<file path="src/rtl/exc_pkg.sv">
`default_nettype none
// ============================================================================
// Module      : exc_pkg
// Description : Shared exception-controller types, cause codes and default
//               exception vector (also used by maindec).
// Revision    : 1.0 - initial release
// ============================================================================
package exc_pkg;

    typedef enum logic [1:0] {
        RUN     = 2'd0,
        HANDLER = 2'd1,
        HALT    = 2'd2
    } exc_state_t;

    localparam logic [3:0]  ESTAT_NONE     = 4'b0000;
    localparam logic [3:0]  ESTAT_IRQ      = 4'b0001;
    localparam logic [3:0]  ESTAT_INVOP    = 4'b0010;
    localparam logic [63:0] DEFAULT_VECTOR = 64'hD8;

endpackage : exc_pkg
`default_nettype wire

</file>
<file path="src/rtl/irq_prio_enc.sv">
`default_nettype none
// ============================================================================
// Module      : irq_prio_enc
// Description : Combinational priority encoder, lowest set request wins.
// Revision    : 1.0 - initial release
// ============================================================================
module irq_prio_enc #(
    parameter int N_IRQ = 4
) (
    input  logic [N_IRQ-1:0]         req,
    output logic                     valid,
    output logic [$clog2(N_IRQ)-1:0] idx
);

    localparam int IW = $clog2(N_IRQ);

    // Scan from the top so the lowest set index is the last assignment.
    always_comb begin
        valid = |req;
        idx   = '0;
        for (int i = N_IRQ - 1; i >= 0; i--) begin
            if (req[i]) begin
                idx = IW'(i);
            end
        end
    end

endmodule : irq_prio_enc
`default_nettype wire

</file>
<file path="src/rtl/exc_ctrl.sv">
`default_nettype none
// ============================================================================
// Module      : exc_ctrl
// Description : Edge-latched, maskable, prioritised interrupt and invalid-op
//               exception controller holding handler state, ELR and EStatus.
// Revision    : 1.0 - initial release
// ============================================================================
module exc_ctrl
    import exc_pkg::*;
#(
    parameter int             N_IRQ  = 4,
    parameter int             N      = 64,
    parameter logic [N-1:0]   VECTOR = DEFAULT_VECTOR
) (
    input  logic                     clk,
    input  logic                     reset,
    input  logic [N_IRQ-1:0]         ExtIRQ,
    input  logic                     MaskWe,
    input  logic [N_IRQ-1:0]         MaskIn,
    input  logic                     InvalidOp,
    input  logic                     ERet,
    input  logic [N-1:0]             PC,
    input  logic [N-1:0]             NextPC,
    output logic                     Exc,
    output logic [N-1:0]             ExcVector,
    output logic [3:0]               EStatus,
    output logic [N-1:0]             ELR,
    output logic [$clog2(N_IRQ)-1:0] IrqId,
    output logic [N_IRQ-1:0]         Pending,
    output logic [N_IRQ-1:0]         IrqMask,
    output logic                     InHandler,
    output logic                     Halt
);

    localparam int IW = $clog2(N_IRQ);

    exc_state_t         r_state;
    exc_state_t         w_state_next;
    logic [N_IRQ-1:0]   r_prev;
    logic [N_IRQ-1:0]   r_pending;
    logic [N_IRQ-1:0]   r_mask;
    logic [3:0]         r_estatus;
    logic [N-1:0]       r_elr;
    logic [IW-1:0]      r_irq_id;

    logic [N_IRQ-1:0]   w_edge;
    logic [N_IRQ-1:0]   w_req;
    logic               w_req_valid;
    logic [IW-1:0]      w_req_idx;
    logic               w_take_irq;
    logic               w_take_invop;
    logic [N_IRQ-1:0]   w_take_vec;

    assign w_edge = ExtIRQ & ~r_prev;
    assign w_req  = r_pending & ~r_mask;

    irq_prio_enc #(
        .N_IRQ (N_IRQ)
    ) u_prio (
        .req   (w_req),
        .valid (w_req_valid),
        .idx   (w_req_idx)
    );

    always_comb begin
        w_state_next = r_state;
        Exc          = 1'b0;
        w_take_irq   = 1'b0;
        w_take_invop = 1'b0;
        case (r_state)
            RUN: begin
                if (InvalidOp) begin
                    Exc          = 1'b1;
                    w_take_invop = 1'b1;
                    w_state_next = HANDLER;
                end else if (w_req_valid) begin
                    Exc          = 1'b1;
                    w_take_irq   = 1'b1;
                    w_state_next = HANDLER;
                end
            end
            HANDLER: begin
                // A fault inside the handler is unrecoverable, even alongside ERET.
                if (InvalidOp) begin
                    Exc          = 1'b1;
                    w_state_next = HALT;
                end else if (ERet) begin
                    w_state_next = RUN;
                end
            end
            HALT: begin
                Exc = 1'b1;
            end
            default: begin
                w_state_next = RUN;
            end
        endcase
    end

    assign w_take_vec = w_take_irq ? (N_IRQ'(1) << w_req_idx) : '0;

    always_ff @(posedge clk) begin
        if (reset) begin
            r_state   <= RUN;
            r_prev    <= '0;
            r_pending <= '0;
            r_mask    <= '0;
            r_estatus <= ESTAT_NONE;
            r_elr     <= '0;
            r_irq_id  <= '0;
        end else begin
            r_state   <= w_state_next;
            r_prev    <= ExtIRQ;
            r_pending <= (r_pending & ~w_take_vec) | w_edge;
            if (MaskWe) begin
                r_mask <= MaskIn;
            end
            if (w_take_invop) begin
                r_estatus <= ESTAT_INVOP;
                r_elr     <= NextPC;
            end else if (w_take_irq) begin
                // The interrupted instruction is squashed, so it is re-executed on return.
                r_estatus <= ESTAT_IRQ;
                r_elr     <= PC;
                r_irq_id  <= w_req_idx;
            end
        end
    end

    assign ExcVector = VECTOR;
    assign EStatus   = r_estatus;
    assign ELR       = r_elr;
    assign IrqId     = r_irq_id;
    assign Pending   = r_pending;
    assign IrqMask   = r_mask;
    assign InHandler = (r_state == HANDLER);
    assign Halt      = (r_state == HALT);

endmodule : exc_ctrl
`default_nettype wire
</file>
<file path="config.mk">
export PLATFORM = sky130hd
export DESIGN_NAME = exc_ctrl
export DESIGN_NICKNAME = d
export VERILOG_FILES = /design/src/rtl/exc_pkg.sv /design/src/rtl/irq_prio_enc.sv /design/src/rtl/exc_ctrl.sv
export SDC_FILE = /design/constraint.sdc
export NUM_CORES = 1
export LEC_CHECK = 0
export BUFFER_PORTS_ARGS = -buffer_cell sky130_fd_sc_hd__buf_2
export CAP_MARGIN = 40
export CORE_ASPECT_RATIO = 1.2
export CORE_MARGIN = 5
export CORE_UTILIZATION = 42
export DETAILED_ROUTE_END_ITERATION = 10
export PLACE_DENSITY = 0.83
export SKIP_CTS_REPAIR_TIMING = 1
export SYNTH_ARGS = -nofsm -noshare
export SYNTH_HDL_FRONTEND = slang
export SYNTH_SLANG_ARGS = --single-unit
</file>
<file path="constraint.sdc">
create_clock -name clk -period 1.9 [get_ports clk]
set_input_delay 0.38 -clock clk [delete_from_list [all_inputs] [get_ports clk]]
set_output_delay 0.38 -clock clk [all_outputs]
set_load 0.01 [all_outputs]
</file>
* Word-level counts from Yosys, hierarchy flattened
Index checks and enable logic that the tools add are counted.
Storage, ports and cells: bits in registers 82, input bits 141, output and inout port bits 145, word-level logic and storage cells 49
Cells by class: equal/unequal tests 4, shift operators 1, mux-type cells 21, bitwise gates (word level) 9, reductions and logical operators 6
Operators by type and width (number):
- $mux 64 | 2
- $mux 2 | 10
- $and 4x4->4 | 3
- $not 4->4 | 3
- $mux 1 | 6
- $pmux 2 s3 | 1
- $mux 4 | 1
- $or 4x4->4 | 1
- $reduce_or 4->1 | 1
- $shl 1x2->4 const A | 1
- $ne 3x2->1 const B | 1
- $ne 3x3->1 const B | 1
- $pmux 1 s3 | 1
- $reduce_and 3->1 | 1
- $eq 2x1->1 const B | 1
- $eq 2x2->1 const B | 1
- $logic_not 2->1 | 1
- $not 1->1 | 2
- $reduce_and 2->1 | 1
- $reduce_bool 2->1 | 1
- $reduce_or 2->1 | 1

* Depth between registers and ports, before layout
depth in word-level cells 11, depth in mapped cells 7, gate-level depth less buffers 4

* Cells and area by module
A second synthesis with hierarchy kept.
Unflattened totals: cells, all modules 441, area, all modules 4489.3 sq um
By module, submodules not included:
- exc_ctrl | times used 1, cells an instance 434, area an instance 4454.3 sq um, sequential area each 1641.6 sq um
- irq_prio_enc | times used 1, cells an instance 7, area an instance 35.0 sq um, sequential area each 0.0 sq um

* Worst setup path before layout
OpenSTA, ideal clock, no wires.
kind input port to flip-flop, start in InvalidOp, end reg r_elr[10], in the netlist ELR[10], library setup time 0.059 ns, arrival time 1.657 ns, required time 1.841 ns, path slack 0.184 ns, cell stages on the path 6, path buffers 3, path through clkbuf_1 -> or3_4 -> buf_6 -> nor3_4 -> buf_6 -> a221o_1
Between the ends: longest elaborated chain between the ends 3, elaborated cells on any way between the ends 6, those cells by class mux (5); reduce/logical (1)
RTL lines:
- start: declaration | RTL line exc_ctrl.sv:20 | input logic InvalidOp,
- $mux 1 | RTL line exc_ctrl.sv:72 | if (InvalidOp) begin
- $mux 1 | RTL line exc_ctrl.sv:70 | case (r_state)
- $mux 64 or $reduce_bool 2->1 (tied branches)
- end signal: assignment | RTL line exc_ctrl.sv:120 | r_elr <= NextPC;
- end: declaration | RTL line exc_ctrl.sv:43 | logic [N-1:0] r_elr;
Several ways; a longest one is shown, not always the timed one. A chain may end at the register's enable or synchronous reset.

* Worst setup path in the final report
start reg r_pending[0], in the netlist Pending[0], end out Exc
Between the ends: longest elaborated chain between the ends 5
RTL lines:
- start: declaration | RTL line exc_ctrl.sv:40 | logic [N_IRQ-1:0] r_pending;
- start signal: assignment | RTL line exc_ctrl.sv:114 | r_pending <= (r_pending & ~w_take_vec) | w_edge;
- $and 4x4->4 | RTL line exc_ctrl.sv:55 | assign w_req = r_pending & ~r_mask;
- $reduce_or 4->1 | RTL line irq_prio_enc.sv:19 | valid = |req;
- $mux 1 | RTL line exc_ctrl.sv:76 | end else if (w_req_valid) begin
- $mux 1 | RTL line exc_ctrl.sv:72
- $pmux 1 s3 | RTL line exc_ctrl.sv:70
- end: declaration | RTL line exc_ctrl.sv:24 | output logic Exc,
No other way between the ends.

==> flow_summary.yaml <==
yosys:
  async_flop_share_pct: 0
  synth_most_common_cell: "dfxtp_1"
  ys_top_cells_by_area: "dfxtp_1, a221o_1, buf_4"
  synthCells: 514
  synth_top_area_share_pct: 38.1
  synth_commonest_cells: "dfxtp_1, a21oi_1, buf_4, nand2_1, nand3_1"
  synth_top_cell_by_area: "dfxtp_1"
  synth_edf_count: 0
  ys_ff_latch: 82
  synth_ff_type: "dfxtp_1"
  avgSynthCellArea_um2: 8.38
  synth_cell_type_count: 35
  seq_area_frac_synth_pct: 38.1
  synth_area_mm2: 0.00431
  synth_warnings: 0
clock_tree:
  cts_sinks: 82
  root_buffer: "clkbuf_16"
  h-tree-depth: 3
  cts_tree: "built"
  clk_latency_ns: 0.33
  cts_buffer_depth: 2
  clkTransAtPathRegs_ns: 0.07
  cts_buffers: 9
critical_path:
  critPathArrivalTime_ns: 1.43
  critical_path_class: "reg2out"
  cp.required_ns: 1.52
  worstSetupEndpointType: "output port"
  r2r_end: "ELR[40]"
  crit_fanout: 5
  r2r_setup_slack_ns: 0.19
  cp-start-kind: "flop"
  rr_worst_depth: 6
  timing.rr.start: "Pending[0]"
worst_hold_path:
  min_to: "ELR[2]"
  hold_depth: 2
  hold_path.class: "in2reg"
  min-delay-start: "PC[2]"
power:
  combPwrFrac_pct: 24.8
  internal_power_mw: 3.69
  p_sw_mw: 1.63
  p_seq_share_pct: 39.4
  total_power_mw: 5.32
  pwr-share-clk_pct: 35.8
  pwr_density_cell_mw_per_mm2: 952
  switching_share_pct: 30.6
  vdd.ir_drop.worst_mv: 0.497
  p_leak_nw: 2.69
detailed_routing:
  viasPerCell: 5.26
  drt-wirelength-per-cell_um: 15.8
  dr.pass1.iters: 6
  routed-via-count: 4434
  routed_wl_um: 13300
  ant_nets: 0
  drc: 0
  drtIter0Drc: 231
global_route:
  grt_usage_pct: 19.8
  antenna_found_initial: 0
  grt.overflow.total: 0
  grt_pass1_wl_um: 19900
  first_global_vias: 4115
  grt_max_degree: 54
final_layout:
  fin_nets: 853
  post_route_cells_drive_above_1_share_pct: 36.5
  fillers: 922
  n_antenna_cell: 0
  fin_area_mm2: 0.00558
  area_delta_synth_final_pct: 29.5
floorplan:
  rows: 40
  die_y_um: 121
  io_pins: 286
  start_util_pct: 43.0
  die_w_um: 102
  dieArea_mm2: 0.0124
  core_mm2: 0.0100
place:
  placed_cell_area_mm2: 0.00524
  dp_hpwl_um: 9600
  dpl_worst_slack_ns: 0.218
  portBuffers: 219
  place_congestion: 0.802
sta:
  fin_crit_ns: 1.81
  slew_violations: 0
  skew_ns: 0.00889
  fin_tns_setup_ns: 0
  hold_violations: 0
  layout_worst_path_cycle_share_pct: 95.4
  setup_viol: 0
  setup_ws_ns: 0.0877
  hold-worst-slack_ns: 0.271
  rsz0062_at_grt: "false"
  fmax_ghz: 0.552
flow_run:
  maxCapViolations: 0
status:
  status: "finished clean"
-- worst max-delay path: stages, from the launching register on --
cell and delay [ns]:
dfxtp_2 0.33, or2b_4 0.29, nand4_1 0.14, nor2_1 0.06, o22ai_1 0.13, buf_2 0.16
-- registers in the layout, summed over array words and instances (netlist names) --
name	flops
IrqId	2
r_prev	4
r_state	2
ELR	64
Pending	4
IrqMask	4
EStatus	2
-- logic make-up after synthesis --
family          share of synthesized area [%]
buf+inv                                  17.4
flops                                    38.1
simple gates                             18.1
compound gates                           25.2
other cells                             0.174
mux                                     0.929
-- routing by layer --
layer	routed length, µm	part of all wire (%)	vias up	GRT usage (%)
li1	-	-	2130	-
met1	5070	38	2047	23.9
met2	6690	50	236	34.3
met3	1370	10	21	4.83
met4	201	1.5	0	5.74
met5	0	0	-	0
-- power by group through the flow --
stage / registers (mW) / clock network, mW / logic, mW
after floorplan: 2.20 / 0 / 0.791
after CTS: 2.09 / 1.94 / 1.32
after global routing: 2.12 / 2.03 / 1.44
after global placement: 2.12 / 0 / 1.30
final: 2.09 / 1.90 / 1.32
after detailed placement: 2.12 / 0 / 1.32
-- layout by cell type (no fill, tap or decap), types with 4 or more instances in the layout --
master	Yosys	final
a21oi_1	71	71
a221o_1	61	61
buf_12	0	4
buf_2	9	219
buf_4	66	12
clkbuf_16	0	9
conb_1	2	66
dfxtp_1	82	80
mux2i_1	4	4
nand2_1	66	66
nand2b_1	6	6
nand3_1	64	64
nor2_1	8	7
nor2b_1	7	7
o21ai_0	5	5
-- cell type report --
cell class / count / area, µm² / area share (%)
multi-input cells: 381 / 2170 / 38.9
flip-flops and latches: 82 / 1640 / 29.5
repair buffers: 235 / 1270 / 22.7
clock buffers: 10 / 239 / 4.28
well taps: 126 / 158 / 2.83
clock inverters: 6 / 88.8 / 1.59
inverters: 3 / 11.3 / 0.202
-- metrics by stage --
| stage | cells | utilization (%) |
|---|---|---|
| 2_1_floorplan | 578 | - |
| 3_3_place_gp | 826 | 52.3 |
| 3_5_place_dp | 826 | 52.3 |
| 4_1_cts | 842 | 55.6 |
| 5_1_grt | 843 | 55.8 |
| 6_report | 843 | 55.8 |
-- how the worst max path moves through the flow --
stage,end,cells after the start,start,slack [ns]
2_1_floorplan,ELR[10],6,InvalidOp,0.18
3_3_place_gp,ELR[3],5,InvalidOp,0.26
3_5_place_dp,ELR[9],5,IrqMask[0],0.22
4_1_cts,Exc,5,IrqMask[0],-0.07
5_1_grt,Exc,5,Pending[0],0.005
6_report,Exc,5,Pending[0],0.09
No activity file was read; power rests on OpenSTA's default activity.
